==> src/rtl/target_box_extract.sv <==
// target_box_extract
//   Scans a binarised pixel stream, grows up to ten bounding boxes with a
//   proximity rule while the frame is active, then during vertical blanking
//   filters/compacts the boxes and commits them to the outputs atomically.
//
//   clk, rst_n         clock, asynchronous active-low reset
//   per_frame_vsync    frame sync, rising edge = frame start
//   per_frame_href     line valid (informational only)
//   per_frame_clken    pixel strobe
//   per_img_Bit        binary pixel, 1 = foreground
//   target_xy[i]       {up, down, left, right}, 12 bits each
//   target_out[i]      {cx, cy} box centre
//   target_valid       per-entry valid
//   target_cnt         number of published boxes (0..10)
//   target_ovf         previous frame had more blobs than slots
//   frame_done         one-cycle pulse on commit
module target_box_extract #(
   parameter logic [11:0] IMG_HDISP = 12'd1280,
   parameter logic [11:0] IMG_VDISP = 12'd720,
   parameter logic [11:0] GAP       = 12'd16,
   parameter logic [11:0] MIN_W     = 12'd4,
   parameter logic [11:0] MIN_H     = 12'd4
) (
   input  logic              clk,
   input  logic              rst_n,
   input  logic              per_frame_vsync,
   input  logic              per_frame_href,
   input  logic              per_frame_clken,
   input  logic              per_img_Bit,
   output logic [9:0][47:0]  target_xy,
   output logic [9:0][23:0]  target_out,
   output logic [9:0]        target_valid,
   output logic [3:0]        target_cnt,
   output logic              target_ovf,
   output logic              frame_done
);

   typedef enum logic [1:0] {IDLE, ACCUM, PUBLISH, COMMIT} state_t;

   state_t state_q, state_d;

   logic        vsync_r;
   logic        rise;
   logic [11:0] x_cnt, y_cnt;

   logic        pix_vld;
   logic [11:0] pix_x, pix_y;

   logic [9:0]  s_valid;
   logic [11:0] s_left  [10];
   logic [11:0] s_right [10];
   logic [11:0] s_up    [10];
   logic [11:0] s_down  [10];

   logic [9:0]        hit;
   logic              hit_any, free_any;
   logic [3:0]        hit_idx, free_idx;

   logic [9:0][47:0]  sh_xy;
   logic [9:0][23:0]  sh_ctr;
   logic [9:0]        sh_valid;
   logic [3:0]        idx_q, k_q;
   logic              ovf_flag;

   logic [11:0]       rd_l, rd_r, rd_u, rd_d;
   logic              qual;

   logic unused_ok;
   assign unused_ok = per_frame_href ^ (^IMG_VDISP);

   function automatic logic [11:0] sat_sub(input logic [11:0] a, input logic [11:0] b);
      return (a < b) ? '0 : a - b;
   endfunction

   function automatic logic [11:0] sat_add(input logic [11:0] a, input logic [11:0] b);
      logic [12:0] s;
      s = {1'b0, a} + {1'b0, b};
      return s[12] ? '1 : s[11:0];
   endfunction

   assign rise = per_frame_vsync & ~vsync_r;

   // ---------------------------------------------------------------- FSM
   always_ff @(posedge clk or negedge rst_n) begin
      if (!rst_n) state_q <= IDLE;
      else        state_q <= state_d;
   end

   always_comb begin
      state_d = state_q;
      case (state_q)
         IDLE:    if (rise) state_d = ACCUM;
         ACCUM:   if (rise) state_d = PUBLISH;
         PUBLISH: if (idx_q == 4'd9) state_d = COMMIT;
         COMMIT:  state_d = ACCUM;
         default: state_d = IDLE;
      endcase
   end

   // ---------------------------------------------------- counters / pixel
   always_ff @(posedge clk or negedge rst_n) begin
      if (!rst_n) begin
         vsync_r <= 1'b0;
         x_cnt   <= '0;
         y_cnt   <= '0;
         pix_vld <= 1'b0;
         pix_x   <= '0;
         pix_y   <= '0;
      end else begin
         vsync_r <= per_frame_vsync;
         if (rise) begin
            x_cnt <= '0;
            y_cnt <= '0;
         end else if (per_frame_clken) begin
            if (x_cnt == IMG_HDISP - 12'd1) begin
               x_cnt <= '0;
               y_cnt <= y_cnt + 12'd1;
            end else begin
               x_cnt <= x_cnt + 12'd1;
            end
         end
         // Only pixels strobed while accumulating ever reach the slots.
         pix_vld <= per_frame_clken & per_img_Bit & (state_q == ACCUM);
         if (per_frame_clken) begin
            pix_x <= x_cnt;
            pix_y <= y_cnt;
         end
      end
   end

   // ------------------------------------------------------- hit detection
   for (genvar g = 0; g < 10; g++) begin : g_hit
      assign hit[g] = s_valid[g] &&
                      (pix_x >= sat_sub(s_left[g], GAP))  &&
                      (pix_x <= sat_add(s_right[g], GAP)) &&
                      (pix_y >= sat_sub(s_up[g], GAP))    &&
                      (pix_y <= sat_add(s_down[g], GAP));
   end

   always_comb begin
      hit_any  = 1'b0;
      hit_idx  = '0;
      free_any = 1'b0;
      free_idx = '0;
      for (int unsigned i = 0; i < 10; i++) begin
         if (hit[i] && !hit_any) begin
            hit_any = 1'b1;
            hit_idx = i[3:0];
         end
         if (!s_valid[i] && !free_any) begin
            free_any = 1'b1;
            free_idx = i[3:0];
         end
      end
   end

   // ------------------------------------------------------------ slots
   always_ff @(posedge clk or negedge rst_n) begin
      if (!rst_n) begin
         s_valid  <= '0;
         ovf_flag <= 1'b0;
         for (int unsigned i = 0; i < 10; i++) begin
            s_left[i]  <= '0;
            s_right[i] <= '0;
            s_up[i]    <= '0;
            s_down[i]  <= '0;
         end
      end else begin
         case (state_q)
            IDLE: begin
               if (rise) begin
                  s_valid  <= '0;
                  ovf_flag <= 1'b0;
               end
            end
            ACCUM: begin
               // A pixel registered just before the rise is still applied here.
               if (pix_vld) begin
                  if (hit_any) begin
                     if (pix_x < s_left[hit_idx])  s_left[hit_idx]  <= pix_x;
                     if (pix_x > s_right[hit_idx]) s_right[hit_idx] <= pix_x;
                     if (pix_y < s_up[hit_idx])    s_up[hit_idx]    <= pix_y;
                     if (pix_y > s_down[hit_idx])  s_down[hit_idx]  <= pix_y;
                  end else if (free_any) begin
                     s_valid[free_idx] <= 1'b1;
                     s_left[free_idx]  <= pix_x;
                     s_right[free_idx] <= pix_x;
                     s_up[free_idx]    <= pix_y;
                     s_down[free_idx]  <= pix_y;
                  end else begin
                     ovf_flag <= 1'b1;
                  end
               end
            end
            PUBLISH: begin
               s_valid[idx_q] <= 1'b0;
               s_left[idx_q]  <= '0;
               s_right[idx_q] <= '0;
               s_up[idx_q]    <= '0;
               s_down[idx_q]  <= '0;
            end
            COMMIT: ovf_flag <= 1'b0;
            default: ;
         endcase
      end
   end

   // --------------------------------------------------- publish / shadow
   assign rd_l = s_left[idx_q];
   assign rd_r = s_right[idx_q];
   assign rd_u = s_up[idx_q];
   assign rd_d = s_down[idx_q];
   assign qual = s_valid[idx_q] &&
                 (rd_r - rd_l + 12'd1 >= MIN_W) &&
                 (rd_d - rd_u + 12'd1 >= MIN_H);

   always_ff @(posedge clk or negedge rst_n) begin
      if (!rst_n) begin
         sh_xy    <= '0;
         sh_valid <= '0;
         idx_q    <= '0;
         k_q      <= '0;
      end else begin
         if (state_q == ACCUM && rise) begin
            sh_xy    <= '0;
            sh_valid <= '0;
            idx_q    <= '0;
            k_q      <= '0;
         end else if (state_q == PUBLISH) begin
            idx_q <= idx_q + 4'd1;
            if (qual) begin
               sh_xy[k_q]    <= {rd_u, rd_d, rd_l, rd_r};
               sh_valid[k_q] <= 1'b1;
               k_q           <= k_q + 4'd1;
            end
         end
      end
   end

   for (genvar g = 0; g < 10; g++) begin : g_ctr
      logic [12:0] sum_lr, sum_ud;
      assign sum_lr    = {1'b0, sh_xy[g][23:12]} + {1'b0, sh_xy[g][11:0]};
      assign sum_ud    = {1'b0, sh_xy[g][47:36]} + {1'b0, sh_xy[g][35:24]};
      assign sh_ctr[g] = {sum_lr[12:1], sum_ud[12:1]};
   end

   // ------------------------------------------------------------ outputs
   always_ff @(posedge clk or negedge rst_n) begin
      if (!rst_n) begin
         target_xy    <= '0;
         target_out   <= '0;
         target_valid <= '0;
         target_cnt   <= '0;
         target_ovf   <= 1'b0;
         frame_done   <= 1'b0;
      end else begin
         frame_done <= 1'b0;
         if (state_q == COMMIT) begin
            target_xy    <= sh_xy;
            target_out   <= sh_ctr;
            target_valid <= sh_valid;
            target_cnt   <= k_q;
            target_ovf   <= ovf_flag;
            frame_done   <= 1'b1;
         end
      end
   end

endmodule
==> config.mk <==
export PLATFORM = sky130hd
export DESIGN_NAME = target_box_extract
export DESIGN_NICKNAME = d
export VERILOG_FILES = /design/src/rtl/target_box_extract.sv
export SDC_FILE = /design/constraint.sdc
export NUM_CORES = 2
export LEC_CHECK = 0
export BUFFER_PORTS_ARGS = -buffer_cell sky130_fd_sc_hd__buf_2
export CORE_ASPECT_RATIO = 0.75
export CORE_UTILIZATION = 32
export CTS_CLUSTER_SIZE = 25
export DETAILED_ROUTE_END_ITERATION = 16
export GPL_ROUTABILITY_DRIVEN = 0
export GPL_TIMING_DRIVEN = 1
export PLACE_DENSITY_LB_ADDON = 0.08
export SETUP_SLACK_MARGIN = 0.05
export SLEW_MARGIN = 20
export SYNTH_ARGS = -nofsm -noshare
export SYNTH_HDL_FRONTEND = slang
export SYNTH_SLANG_ARGS = --single-unit
==> constraint.sdc <==
create_clock -name clk -period 8 [get_ports clk]
set_input_delay 0.4 -clock clk [delete_from_list [all_inputs] [get_ports clk]]
set_output_delay 0.4 -clock clk [all_outputs]
set_load 0.05 [all_outputs]
== Word level (Yosys, flattened, before mapping) ==
Index checks and enable logic that the tools add are counted.

* Register bits: 1777
* Input bits: 6

* Add/sub/neg operators: 68
* Order comparisons: 78
* Equality and inequality tests: 17
* Muxes and demuxes: 179
* Bitwise operators: 16
* Reduce and logical (&&, ||, !) cells: 110

{| class="wikitable"
|+ Operator list
! cell !! count
|-
| 120-bit 2-to-1 mux || 16
|-
| 480-bit 2-to-1 mux || 3
|-
| 120-bit bitwise mux || 8
|-
| 120-bit one-hot mux with 2 select lines || 4
|-
| 12-bit 2-to-1 mux || 65
|-
| 120-bit bitwise AND || 4
|-
| 480-bit bitwise mux || 1
|-
| 12-bit binary-select mux with 4-bit select || 8
|-
| 12-bit by 12-bit adder with 13-bit output || 20
|-
| 12-bit by 5-bit adder with 13-bit output (second input constant) || 20
|-
| 12-bit >= comparator || 20
|-
| 12-bit less-or-equal comparator || 20
|-
| 12-bit by 5-bit less-than comparator with 1-bit output (second input constant) || 20
|-
| 12-bit by 5-bit subtractor with 12-bit output (second input constant) || 20
|-
| 48-bit demux with 4-bit select || 1
|-
| 12-bit demux with 4-bit select || 3
|-
| 120-bit inverter || 1
|-
| 4-bit 2-to-1 mux || 21
|-
| 10-bit 2-to-1 mux || 7
|-
| 1-bit logical AND || 67
|-
| 12-bit by 1-bit adder with 12-bit output (second input constant) || 4
|-
| 48-bit 2-to-1 mux || 1
|-
| 1-bit 2-to-1 mux || 31
|-
| 10-bit one-hot mux with 3 select lines || 1
|-
| 35 further kinds || 102
|}

== Logic depth before layout (Yosys ltp) ==
* Word-level depth: 45
* Gate-level depth with buffers: 42
* Depth with buffers taken out: 34

== Least setup slack after synthesis ==
OpenSTA, ideal clock, no wires.

* Path type: register to register
* From: register s_left[69] (netlist bit)
* To: register s_up[10] (netlist bit)
* Library setup time: 121 ps
* Arrival time: 7052 ps
* Data required time: 7879 ps
* Slack: 827 ps
* Stages on the path, launching flop included: 37
* Clock period less this slack: 7173 ps
* Path through: dfrtp_1 -> or4_1 -> or4_1 -> clkbuf_1 -> and2_1 -> ha_1 -> nand2b_1 -> a21o_1 -> a211oi_1 -> nor4_1 -> a2111oi_2 -> nor4b_2 -> nor3_1 -> o21a_1 -> buf_2 -> buf_1 -> buf_1 -> nor2_1 -> a211oi_1 -> a21oi_1 -> o211ai_1 -> ha_1 -> a21o_1 -> a21oi_1 -> nor2b_1 -> o21ai_0 -> nand2b_1 -> a21oi_1 -> o21ai_0 -> nor3_1 -> o21ai_0 -> a221o_1 -> o21ai_4 -> buf_6 -> nand2_2 -> buf_2 -> a22o_1

* Longest elaborated chain between the ends: 34

{| class="wikitable"
|+ Ends and longest elaborated chain
! what !! RTL line !! source
|-
| from (decl) || 50 || <nowiki>logic [11:0] s_left [10];</nowiki>
|-
| from (signal, indexed assignment) || 186 || <nowiki>s_left[free_idx] <= pix_x;</nowiki>
|-
| 12-bit by 5-bit subtractor with 12-bit output / 12-bit by 5-bit less-than comparator with 1-bit output (equally long branches) || 72 || <nowiki>return (a < b) ? '0 : a - b;</nowiki>
|-
| 12-bit 2-to-1 mux * || 72 ||
|-
| 12-bit >= comparator * || 134 || <nowiki>(pix_x >= sat_sub(s_left[g], GAP)) &&</nowiki>
|-
| 1-bit logical AND * || 133 || <nowiki>assign hit[g] = s_valid[g] &&</nowiki>
|-
| 1-bit logical AND * || 134 ||
|-
| 1-bit logical AND * || 135 || <nowiki>(pix_x <= sat_add(s_right[g], GAP)) &&</nowiki>
|-
| 1-bit logical AND * || 136 || <nowiki>(pix_y >= sat_sub(s_up[g], GAP)) &&</nowiki>
|-
| 1-bit logical AND * || 146 || <nowiki>if (hit[i] && !hit_any) begin</nowiki>
|-
| branches (longest 26 deep; another with 1-bit 2-to-1 mux) || n/a ||
|-
| to (signal, indexed assignment) || 188 || <nowiki>s_up[free_idx] <= pix_y;</nowiki>
|-
| to (decl) || 52 || <nowiki>logic [11:0] s_up [10];</nowiki>
|}

Mark *: on every way between the ends. The select of a mux whose other input is x is not followed.
A chain may end at the register's enable or synchronous reset.

== Final worst setup path ==
* From: register s_down[52] (netlist bit)
* To: register s_left[45] (netlist bit)

* Longest elaborated chain between the ends: 28

{| class="wikitable"
|+ Ends and longest elaborated chain
! what !! RTL line !! source
|-
| from (decl) || 53 || <nowiki>logic [11:0] s_down [10];</nowiki>
|-
| from (signal, indexed assignment) || 189 || <nowiki>s_down[free_idx] <= pix_y;</nowiki>
|-
| 12-bit by 5-bit adder with 13-bit output * || 77 || <nowiki>s = {1'b0, a} + {1'b0, b};</nowiki>
|-
| 12-bit 2-to-1 mux * || 78 || <nowiki>return s[12] ? '1 : s[11:0];</nowiki>
|-
| 12-bit less-or-equal comparator * || 137 || <nowiki>(pix_y <= sat_add(s_down[g], GAP));</nowiki>
|-
| 1-bit logical AND * || 136 ||
|-
| 1-bit logical AND * || 146 ||
|-
| branches (longest 23 deep; another with 1-bit 2-to-1 mux) || n/a ||
|}

Marked as above.

==> flow_summary_export.csv <==
group,metric,value,unit
run_status,status,"finished, final reports clean",
cts,root_buffer,"clkbuf_16",
cts,clk_pin_slew,60,ps
sta,tns,0,ps
global_routing,grt-ovfl-total,0,
cts,numCtsBuffers,206,
synth,synth_seq_area_share,44.10,%
global_routing,grt_pass1_wl,644.3,mm
global_routing,antenna_found_initial,55,
critical_path,cp_common_cell,"buf_4",
critical_path,crit_required,8710,ps
synth,synth.top_cell.area_share,44.10,%
synth,synthArstFlopShare,100.0,%
floorplanning,core-area,0.3136,sq mm
sta,fin_ws,220.4,ps
routing,drc,0,
synth,ys_warn_count,0,
synth,ys.flop_type,"dfrtp_1",
synth,synth_top_cell_by_area,"dfrtp_1",
floorplanning,dieArea,0.3173,sq mm
critical_path,max_stage_delay,500,ps
routing,avgRoutedWirePerCell,31.09,microns
synth,netlist_instances,9581,
floorplanning,initial_utilization,32.15,%
sta,fin_crit,7780,ps
synth,syn_nets,10452,
critical_path,arrival,8490,ps
routing,vias,85260,
synth,synth.most_common_cell,"dfrtp_1",
synth,synthTopCellsByCount,"1,777 x dfrtp_1, 907 x nand2_1, 843 x ha_1",
critical_path,crit_path_end_kind,"flop",
critical_path,cp-start-kind,"flop",
floorplanning,chipWidth,650.1,microns
global_routing,track_usage,28.34,%
sta,rsz0062_at_grt,"yes",
sta,hold_viol_final,0,
placed_design,numPortBuffers,740,
floorplanning,io_pins,742,
finish,drive_above_1_share,25.46,%
placed_design,place_hpwl,344.3,mm
routing,routed_wl,464.4,mm
floorplanning,die_h,488.1,microns
critical_path,crit_type,"flop to flop",
power_and_ir_drop,vdd_drop_max,0.0002469,V
sta,setup_viol,0,
routing,drt_iter0_drc,8719,
cts,cts_tree,"done",
finish,n_fill_cell,30746,
global_routing,grt_max_degree,158,
sta,relSlewSlack,12.43,%
critical_path,worstPathMaxFanout,13,
sta,fin_hold_ws,109.2,ps
global_routing,grt_pass1_vias,80409,
floorplanning,rows,178,
synth,syn-mean-instance-area,10.52,sq um
routing,first_pass_iters,12,
power_and_ir_drop,power_leakage,59.97,nW
placed_design,place_ws,-122.6,ps
routing,viasPerCell,5.708,
cts,cts_sinks,1777,
power_and_ir_drop,powerDensity,224.2,mW/mm^2
synth,synth_area_leaders,"dfrtp_1 44%, ha_1 10%, mux2_2 7.6%, a22o_1 4.1%, o21ai_0 3.7%",
cts,htreeDepth,4,
synth,synth_edf_count,0,
cts,clockBufferDepth,4,
synth,synth_seq_cells,1777,
run,max_cap_viol_count,0,
sta,tightestPinTransition,1309,ps
sta,skew,109.3,ps
finish,finalNetCount,11482,
sta,fmax,128.5,MHz
hold_path,hold_path_class,"input port to flop",
routing,drtAntennaViolNets,0,
synth,synth.distinct_cells,88,
critical_path,worst_path_max_delay_cell,"or3b_2",
cts,clock_latency,920,ps
sta,slew_violations,0,
finish,area_growth,20.70,%
sta,finalCritPeriodShare,97.24,%
synth,netlist_area,0.1008,sq mm
==> what timing repair did <==
action / in CTS / in global routing
hold buffers: 3 / 0
cloned: 0 / 3
buffers inserted: 0 / 12
gates resized for setup: 5 / 101
setup endpoints to repair: 155 / 480
hold endpoints to repair: 98 / 0
pin swaps: 0 / 14
==> layout make-up <==
class	instances	area (sq um)	share of cell area [%]
antenna	26	65.06	0.05346
clock buffer	301	6075	4.992
clock inverter	66	755.7	0.6210
inverter	264	996.0	0.8184
multi-input combinational	6991	54350	44.66
sequential	1777	44490	36.56
tap	4140	5180	4.257
timing repair buffer	1371	9781	8.037
==> cells by family after synthesis <==
family                     Yosys count  share of synthesized area [%]
AOI/OAI and AO/OA                 2412                          16.07
and+or+nand+nor                   2447                          11.45
DFF                               1777                          44.10
xor gates and xnor gates           297                          2.580
buffers and inverters              813                          3.209
adders and majority gates          865                          10.90
muxes                              970                          11.69
==> critical path: cells and delay by family (launching register included) <==
kind                       cells  cell delay [ps]
AOI/OAI and AO/OA             12             2630
buffers and inverters         11             2030
and+or+nand+nor                9             1800
adders and majority gates      3              780
DFF                            1              380
==> stage by stage <==
stage	utilization [%]	instances	cell area [sq um]	power [mW]
after floorplan	-	9581	100800	13.96
after global placement	36.43	14525	114200	17.33
after detailed placement	36.43	14525	114200	17.39
after CTS	38.62	14895	121100	27.24
after global routing	38.79	14911	121600	28.14
final	38.81	14936	121700	27.28
==> where the power goes <==
| part | leakage [nW] | internal (mW) | switching, mW | total (mW) |
|---|---|---|---|---|
| clock | 3.36 | 5.67 | 4.14 | 9.80 |
| sequential | 24.7 | 9.20 | 0.314 | 9.51 |
| combinational | 31.9 | 2.60 | 5.36 | 7.97 |
| total | 60.0 | 17.5 | 9.82 | 27.3 |
==> sequential cells by signal (all words and copies together) (netlist names), 4 cells and up <==
signal and cells:
s_up 120, s_right 120, sh_valid 10, idx_q 4, s_down 120, s_left 120
target_cnt 4, s_valid 10, pix_y 12, target_out 240, pix_x 12, sh_xy 480
target_xy 480, x_cnt 12, k_q 4, y_cnt 12, target_valid 10
==> placed cells by master (no fill, tap or decap), drive strengths merged, types with 88 or more instances in the layout <==
cell	Yosys	routed
dfrtp	1777	1777
buf	171	1366
nand2	914	914
ha	843	843
o21ai	761	761
mux2	678	678
a22o	467	467
nor2	445	445
a21oi	404	404
nand3	319	319
clkbuf	378	303
inv	263	266
mux2i	194	194
xnor2	178	178
a21o	169	169
nor2b	154	154
xor2	119	119
nor3	118	118
nand2b	115	115
mux4	98	98
o22ai	92	92
nand4	88	88
==> per-layer routing <==
| layer | up-vias | global-route usage, % | wire [microns] |
|---|---|---|---|
| li1 | 37211 | - | - |
| met1 | 43737 | 41.81 | 216900 |
| met2 | 3722 | 40.19 | 190700 |
| met3 | 580 | 7.541 | 42120 |
| met4 | 10 | 8.206 | 14300 |
| met5 | - | 0 | 371 |
==> final timing paths <==
kind	startpoint	endpoint	slack, ps	cells after the start
min in group asynchronous	rst_n	target_xy[76]	190	2
worst max register to register	s_down[52]	s_left[45]	220	35
worst max-delay path	s_down[52]	s_left[45]	220	35
worst min-delay path	per_frame_clken	pix_y[0]	110	3
max in group asynchronous	rst_n	target_xy[269]	5700	4
worst min register to register	sh_xy[26]	target_xy[26]	470	1
(Power assumes the default switching activity.)
